$ cat src/rtl/uart_cmd_rx_pkg.sv
// Shared types and constants for the stopwatch serial command front-end:
// receiver state encoding and the ASCII command bytes it recognises.
package uart_cmd_rx_pkg;

    typedef enum logic [2:0] {
        ST_IDLE  = 3'd0,
        ST_START = 3'd1,
        ST_DATA  = 3'd2,
        ST_STOP  = 3'd3,
        ST_BREAK = 3'd4
    } rx_state_e;

    localparam logic [7:0] CMD_START_U = 8'h53;
    localparam logic [7:0] CMD_START_L = 8'h73;
    localparam logic [7:0] CMD_STOP_U  = 8'h54;
    localparam logic [7:0] CMD_STOP_L  = 8'h74;

    localparam int NUM_CMDS = 2;
    localparam int CMD_IDX_START = 0;
    localparam int CMD_IDX_STOP  = 1;

    function automatic logic is_start_cmd(input logic [7:0] b);
        return (b == CMD_START_U) || (b == CMD_START_L);
    endfunction

    function automatic logic is_stop_cmd(input logic [7:0] b);
        return (b == CMD_STOP_U) || (b == CMD_STOP_L);
    endfunction

endpackage

$ cat src/rtl/uart_cmd_rx_8n1.sv
// 8N1 UART receiver: 2-flop synchronizer, mid-bit sampling FSM and LSB-first
// shift register. Emits one-cycle valid / frame_err strobes.
module uart_rx_8n1
    import uart_cmd_rx_pkg::*;
#(
    parameter int CLKS_PER_BIT = 868
) (
    input  logic       clk_i,
    input  logic       rst_ni,
    input  logic       rx_i,
    output logic [7:0] data_o,
    output logic       valid_o,
    output logic       frame_err_o
);

    localparam int CNT_W = $clog2(CLKS_PER_BIT);
    localparam logic [CNT_W-1:0] CNT_HALF = CNT_W'(CLKS_PER_BIT / 2 - 1);
    localparam logic [CNT_W-1:0] CNT_FULL = CNT_W'(CLKS_PER_BIT - 1);

    logic            sync1_q;
    logic            rx_s_q;
    rx_state_e       state_q;
    logic [CNT_W-1:0] cnt_q;
    logic [2:0]      idx_q;
    logic [7:0]      shift_q;
    logic [7:0]      data_q;
    logic            valid_q;
    logic            frame_err_q;

    always_ff @(posedge clk_i or negedge rst_ni) begin
        if (!rst_ni) begin
            sync1_q <= 1'b1;
            rx_s_q  <= 1'b1;
        end else begin
            sync1_q <= rx_i;
            rx_s_q  <= sync1_q;
        end
    end

    always_ff @(posedge clk_i or negedge rst_ni) begin
        if (!rst_ni) begin
            state_q     <= ST_IDLE;
            cnt_q       <= '0;
            idx_q       <= '0;
            shift_q     <= '0;
            data_q      <= '0;
            valid_q     <= 1'b0;
            frame_err_q <= 1'b0;
        end else begin
            valid_q     <= 1'b0;
            frame_err_q <= 1'b0;
            unique case (state_q)
                ST_IDLE: begin
                    cnt_q <= '0;
                    if (!rx_s_q) state_q <= ST_START;
                end
                ST_START: begin
                    if (cnt_q == CNT_HALF) begin
                        cnt_q <= '0;
                        idx_q <= '0;
                        // A start bit that has vanished by mid-bit was a glitch.
                        state_q <= rx_s_q ? ST_IDLE : ST_DATA;
                    end else begin
                        cnt_q <= cnt_q + CNT_W'(1);
                    end
                end
                ST_DATA: begin
                    if (cnt_q == CNT_FULL) begin
                        cnt_q   <= '0;
                        shift_q <= {rx_s_q, shift_q[7:1]};
                        idx_q   <= idx_q + 3'd1;
                        if (idx_q == 3'd7) state_q <= ST_STOP;
                    end else begin
                        cnt_q <= cnt_q + CNT_W'(1);
                    end
                end
                ST_STOP: begin
                    if (cnt_q == CNT_FULL) begin
                        cnt_q <= '0;
                        if (rx_s_q) begin
                            data_q  <= shift_q;
                            valid_q <= 1'b1;
                            state_q <= ST_IDLE;
                        end else begin
                            frame_err_q <= 1'b1;
                            state_q     <= ST_BREAK;
                        end
                    end else begin
                        cnt_q <= cnt_q + CNT_W'(1);
                    end
                end
                ST_BREAK: begin
                    // Hold off until the line idles so a held-low line cannot retrigger.
                    if (rx_s_q) state_q <= ST_IDLE;
                end
                default: state_q <= ST_IDLE;
            endcase
        end
    end

    assign data_o      = data_q;
    assign valid_o     = valid_q;
    assign frame_err_o = frame_err_q;

endmodule

$ cat src/rtl/uart_cmd_rx.sv
// Serial command front-end for the stopwatch: decodes 'S'/'s' and 'T'/'t'
// into timed active-low start/stop request pulses.
module uart_cmd_rx
    import uart_cmd_rx_pkg::*;
#(
    parameter int CLK_HZ       = 100_000_000,
    parameter int BAUD         = 115_200,
    parameter int CLKS_PER_BIT = CLK_HZ / BAUD,
    parameter int PULSE_CYCLES = 4
) (
    input  logic       i_Clk,
    input  logic       i_Rst,
    input  logic       i_Rx,
    output logic       o_fStart,
    output logic       o_fStop,
    output logic [7:0] o_RxData,
    output logic       o_RxValid,
    output logic       o_FrameErr
);

    logic [7:0]          rx_data;
    logic                rx_valid;
    logic                rx_frame_err;
    logic [NUM_CMDS-1:0] cmd_hit;
    logic [NUM_CMDS-1:0] pulse_low;

    uart_rx_8n1 #(
        .CLKS_PER_BIT(CLKS_PER_BIT)
    ) u_rx (
        .clk_i      (i_Clk),
        .rst_ni     (i_Rst),
        .rx_i       (i_Rx),
        .data_o     (rx_data),
        .valid_o    (rx_valid),
        .frame_err_o(rx_frame_err)
    );

    assign cmd_hit[CMD_IDX_START] = rx_valid && is_start_cmd(rx_data);
    assign cmd_hit[CMD_IDX_STOP]  = rx_valid && is_stop_cmd(rx_data);

    // The strobe cycle itself is the first low cycle, so the counter only
    // covers the remaining PULSE_CYCLES-1 clocks.
    generate
        for (genvar gi = 0; gi < NUM_CMDS; gi++) begin : g_pulse
            logic [7:0] cnt_q;
            logic [7:0] cnt_d;

            always_comb begin
                cnt_d = cnt_q;
                if (cmd_hit[gi])       cnt_d = 8'(PULSE_CYCLES - 1);
                else if (cnt_q != '0)  cnt_d = cnt_q - 8'd1;
            end

            always_ff @(posedge i_Clk or negedge i_Rst) begin
                if (!i_Rst) cnt_q <= '0;
                else        cnt_q <= cnt_d;
            end

            assign pulse_low[gi] = cmd_hit[gi] || (cnt_q != '0);
        end
    endgenerate

    assign o_fStart   = ~pulse_low[CMD_IDX_START];
    assign o_fStop    = ~pulse_low[CMD_IDX_STOP];
    assign o_RxData   = rx_data;
    assign o_RxValid  = rx_valid;
    assign o_FrameErr = rx_frame_err;

endmodule

$ cat config.mk
export PLATFORM = sky130hd
export DESIGN_NAME = uart_cmd_rx
export DESIGN_NICKNAME = d
export VERILOG_FILES = /design/src/rtl/uart_cmd_rx_pkg.sv /design/src/rtl/uart_cmd_rx_8n1.sv /design/src/rtl/uart_cmd_rx.sv
export SDC_FILE = /design/constraint.sdc
export NUM_CORES = 1
export LEC_CHECK = 0
export BUFFER_PORTS_ARGS = -buffer_cell sky130_fd_sc_hd__buf_2
export CAP_MARGIN = 0
export CORE_MARGIN = 10
export CORE_UTILIZATION = 45
export DETAILED_ROUTE_END_ITERATION = 16
export HOLD_SLACK_MARGIN = 0.1
export PLACE_DENSITY = 0.59
export SYNTH_ARGS = -nofsm -noshare
export SYNTH_HDL_FRONTEND = slang
export SYNTH_SLANG_ARGS = --single-unit
$ cat constraint.sdc
create_clock -name i_Clk -period 2.32 [get_ports i_Clk]
set_input_delay 0.464 -clock i_Clk [delete_from_list [all_inputs] [get_ports i_Clk]]
set_output_delay 0.464 -clock i_Clk [all_outputs]
set_load 0.02 [all_outputs]
[Word level (Yosys, flattened, before mapping)]
Index checks and enable logic that the tools add are counted.
Storage, ports and cells
  flip-flop bits (word level): 52
  input bits: 3
  output and inout bits: 12
  logic and storage cells: 77
Cells by class
  $add $sub $neg: 4
  equal/unequal tests: 17
  muxes and demuxes: 25
  bitwise logic cells: 2
  reduce and logical (&&, ||, !) cells: 18
Operators by type and width (count)
  equality test 8 x 7 -> 1 bit (second input constant): 4
  2-to-1 mux 8 bit: 4
  one-hot mux 10 bit (3 select lines): 1
  2-to-1 mux 3 bit: 9
  2-to-1 mux 10 bit: 2
  nonzero test 8 bit: 2
  subtractor 8 x 1 -> 8 bit (second input constant): 2
  one-hot mux 3 bit (5 select lines): 1
  adder 10 x 1 -> 10 bit (second input constant): 1
  equality test 10 bit (second input constant): 1
  equality test 10 x 9 -> 1 bit (second input constant): 1
  inequality test 2 x 1 -> 1 bit (second input constant): 5
  equality test 3 x 2 -> 1 bit (second input constant): 2
  equality test 3 bit (second input constant): 2
  2-to-1 mux 1 bit: 6
  one-hot mux 3 bit (2 select lines): 1
  AND reduction 3 bit: 2
  AND reduction 6 bit: 1
  nonzero test 2 bit: 3
  logical OR 1 bit: 4
  adder 3 x 1 -> 3 bit (second input constant): 1
  equality test 3 x 1 -> 1 bit (second input constant): 1
  zero test 3 bit: 1
  nonzero test 3 bit: 1
  other kinds (6): 8

[Longest topological paths before layout]
  depth after elaboration: 5
  gate-level depth with buffers: 7
  gate-level depth less buffers: 6

[By module]
A second synthesis with hierarchy kept.
Unflattened totals
  cells, all modules: 255
  area, all modules: 2746.4 sq um
Modules (own cells, without submodules)
  uart_rx_8n1: instances 1, cells each 148, area an instance 1705.4 sq um
  uart_cmd_rx: instances 1, cells each 107, area an instance 1041.0 sq um

[Worst setup path after synthesis]
OpenSTA, ideal clock, no wires.
  kind: register -> register
  start: register u_rx.cnt_q[1]
  end: register u_rx.idx_q[0]
  data arrival time: 1.962 ns
  required time: 2.195 ns
  setup slack: 0.233 ns
  cell stages (with the launch flop): 7
  cell sequence: dfrtp_1 -> inv_1 -> ha_1 -> or4b_1 -> o31a_1 -> a2111o_1 -> mux2_4
Between the ends
  word-level cells in the longest chain between the ends: 3
  elaborated cells between the ends (all ways): 5
Ends and longest elaborated chain
  start: declaration: line uart_cmd_rx_8n1.sv:23  | logic [CNT_W-1:0] cnt_q;
  start signal: assignment: line uart_cmd_rx_8n1.sv:64  | cnt_q <= cnt_q + CNT_W'(1);
  start signal: assignment: line uart_cmd_rx_8n1.sv:74  | cnt_q <= cnt_q + CNT_W'(1);
  start signal: assignment: line uart_cmd_rx_8n1.sv:89  | cnt_q <= cnt_q + CNT_W'(1);
  equality test 10 bit / equality test 10 x 9 -> 1 bit (equally long branches): line uart_cmd_rx_8n1.sv:68, uart_cmd_rx_8n1.sv:58
  inequality test 2 x 1 -> 1 bit (no source line)
  AND reduction 3 bit (no source line) (*)
  end signal: assignment: line uart_cmd_rx_8n1.sv:71  | idx_q <= idx_q + 3'd1;
  end: declaration: line uart_cmd_rx_8n1.sv:24  | logic [2:0] idx_q;
Mark *: on every way between the ends. The rest lies on a longest branch, timed or not.
A chain may end at the register's enable or synchronous reset.

[Worst setup path after layout]
  start: register g_pulse[0].cnt_q[0]
  end: output o_fStart
Between the ends
  word-level cells in the longest chain between the ends: 3
Ends and longest elaborated chain
  start: declaration: line uart_cmd_rx.sv:45  | logic [7:0] cnt_q;
  start signal: assignment: line uart_cmd_rx.sv:56  | else cnt_q <= cnt_d;
  nonzero test 8 bit: line uart_cmd_rx.sv:59  | assign pulse_low[gi] = cmd_hit[gi] || (cnt_q != '0);
  logical OR 1 bit: line uart_cmd_rx.sv:59
  NOT 1 bit: line uart_cmd_rx.sv:63  | assign o_fStart = ~pulse_low[CMD_IDX_START];
  end: declaration: line uart_cmd_rx.sv:14  | output logic o_fStart,
Every way passes these cells.

==> impl_metrics.ini <==
[status]
status = finished clean

[sta]
rsz0062_at_grt = true
finalCritPeriodShare = 0.940
max_freq_mhz = 459
finClkSkew_ns = 0.00881
max_slew_margin = 0.652
finalSetupTns_ns = 0
period_minus_slack_ns = 2.18
layout_setup_ws_ns = 0.140
hold_viol_final = 0
worst_pin_slew_ns = 0.509
drv_slew = 0
setup_viol = 0

[power]
p_total_mw = 1.55
leakage_nw = 1.44
ir_drop_mv = 0.340
p_per_area_nw_per_um2 = 526

[worst_setup_path]
crit_buf_inv = 2
crit_path_start_kind = flip-flop
cp.required_ns = 1.86
crit_family = simple AND/OR/NAND/NOR gates
cp_slowest_cell = dfrtp_1
slowest_delay_ns = 0.42
end_kind = output port
cp_cell_sequence = inv_1, ha_1, nor2b_2, nand3_1, nor2_1, buf_2
cp.arrival_ns = 1.72
path_max_fanout = 4
crit_type = flip-flop to output port

[synthesis]
synth_edf_count = 0
synth_ff_type = dfrtp_1
synth_area_um2 = 2590
synth_seq_cells = 52
yosysUniqueCellTypes = 53
syn_area_per_cell_um2 = 10.7
synthArstFlopShare = 1.00
syn_nets = 254
synth_area_leaders = dfrtp_1 48%, mux2_2 6.9%, ha_1 3.9%
synth_top_area_frac = 0.482
syn_inst = 243
yosysTopAreaCell = dfrtp_1
ys_warn_count = 0
seq_area_frac_synth = 0.502

[cts]
cts-root-buf = clkbuf_8
post_cts_buffers = 0
htreeDepth = 2
clk_latency_ns = 0.31
cts_tree = built
clk_pin_slew_ns = 0.09
cts_sinks = 52
numCtsBuffers = 5
max-clock-path-buffers = 2

[cells_and_area]
fillers = 506
syn2layout_area_growth_pct = 13.9
final_area_um2 = 2960
fin_util = 0.533
drive_gt1_frac = 0.234
nets = 283
diodes = 0

[min_path]
hp-class = input pin to flip-flop

[global_route]
grt_overflow = 0
grt_pass1_vias = 1776
grtUsageTotal = 0.115
grt_pass1_wl_um = 8500
grt_max_degree = 21
antenna_found_initial = 0

[placement]
portBuffers = 14
placement.cell_area_um2 = 2820
detailedPlace.worstSlack_ns = 0.168
dpl.hpwl_um = 3480
gp_congestion = 0.800

[drt]
drc = 0
route.antenna.remaining_nets = 0
dr.first_iter.drc_count = 85
drtPass1Iterations = 4
routed_wl_um = 4810
wl_per_cell_um = 13.9
dr_total_vias = 1826
via_per_inst = 5.29

[floorplan]
start_util = 0.468
die_w_um = 95.9
num_rows = 27
die-area_um2 = 9200
ios = 15
die-height_um = 95.9
core_area_um2 = 5540

[run]
cap_violations = 0
## registers in the layout, summed over array words and instances (netlist names)
register,flops
u_rx.data_o,8
u_rx.shift_q,8
u_rx.sync1_q,1
u_rx.valid_o,1
u_rx.cnt_q,10
u_rx.rx_s_q,1
u_rx.idx_q,3
u_rx.frame_err_o,1
g_pulse.cnt_q,16
u_rx.state_q,3
## per-stage QoR
step                instances  hold slack [ns]
floorplan                 243            0.168
global placement          336            0.346
detailed placement        336            0.349
CTS                       345            0.241
global route              345            0.233
finish                    345            0.252
## layout by cell type (no fill, tap or decap), types with 8 or more instances in the layout
| cell type | n |
|---|---|
| xnor2_1 | 9 |
| buf_4 | 14 |
| nor2_1 | 26 |
| ha_1 | 8 |
| mux2_2 | 16 |
| nor3_1 | 8 |
| nand2_1 | 18 |
| buf_2 | 14 |
| inv_1 | 11 |
| dfrtp_1 | 50 |
## final timing paths
check / startpoint / to / slack (ns) / depth (start not counted)
setup / recovery: g_pulse[0].cnt_q[0] / o_fStart / 0.14 / 6
hold / removal: i_Rx / u_rx.sync1_q / 0.25 / 1
setup reg to reg: u_rx.cnt_q[1] / u_rx.idx_q[0] / 0.16 / 6
hold reg to reg: u_rx.sync1_q / u_rx.rx_s_q / 0.36 / 0
max in group asynchronous: i_Rst / u_rx.sync1_q / 1.08 / 3
min in group asynchronous: i_Rst / g_pulse[1].cnt_q[7] / 0.60 / 2
## cell families (layout without fill, tap and decap cells)
logic type      Yosys count  count (layout)  share of synthesized area
buf+inv                  18              48                     0.0309
mux                      21              21                     0.0906
simple gates             93              93                      0.188
flops                    52              52                      0.502
xor+xnor                 10              10                     0.0338
fa+ha+maj                 8               8                     0.0386
compound gates           41              41                      0.116
## layout make-up
| type | instances | area, um2 | area share |
|---|---|---|---|
| tap | 72 | 90.1 | 0.0305 |
| multi-input combinational | 173 | 1220 | 0.414 |
| clock inverter | 3 | 42.5 | 0.0144 |
| timing repair buffer | 29 | 185 | 0.0627 |
| sequential | 52 | 1300 | 0.441 |
| inverter | 11 | 41.3 | 0.0140 |
| clock buffer | 5 | 68.8 | 0.0233 |
## where the power goes
part / switching (mW) / internal (mW) / total (mW)
clock network: 0.300 / 0.319 / 0.620
logic: 0.0193 / 0.00508 / 0.0244
registers: 0.00167 / 0.909 / 0.910
total: 0.321 / 1.23 / 1.55
## per-layer routing
metal,vias up,GRT usage,wire [um]
met5,-,0,0
li1,938,-,-
met1,866,0.158,2410
met2,14,0.176,2190
met4,0,0.0369,67
met3,8,0.0257,140
## cells in the mapped netlist (2+ instances only)
| master | number |
|---|---|
| and2_1 | 2 |
| ha_1 | 8 |
| o211ai_1 | 3 |
| and3_1 | 2 |
| o22ai_1 | 5 |
| mux2_2 | 16 |
| a22o_1 | 2 |
| or2_2 | 5 |
| xnor2_1 | 9 |
| nand2b_1 | 4 |
| nor2b_1 | 6 |
| nor3_1 | 8 |
| a311oi_1 | 6 |
| nand4_1 | 3 |
| nor4_1 | 2 |
| a2111o_1 | 2 |
| o21ai_0 | 6 |
| dfrtp_1 | 50 |
| nand3_1 | 7 |
| a21oi_1 | 5 |
| nand2_1 | 18 |
| inv_1 | 11 |
| mux2i_1 | 4 |
| nor2_1 | 26 |
| clkbuf_1 | 4 |
| dfstp_2 | 2 |
## timing repair
action / in CTS / in global routing
endpoints found under the setup margin: 0 / 2
hold buffers: 1 / 0
hold endpoints to repair: 15 / 0
gates resized for setup: 0 / 3
Power figures use the tool's default switching activity.
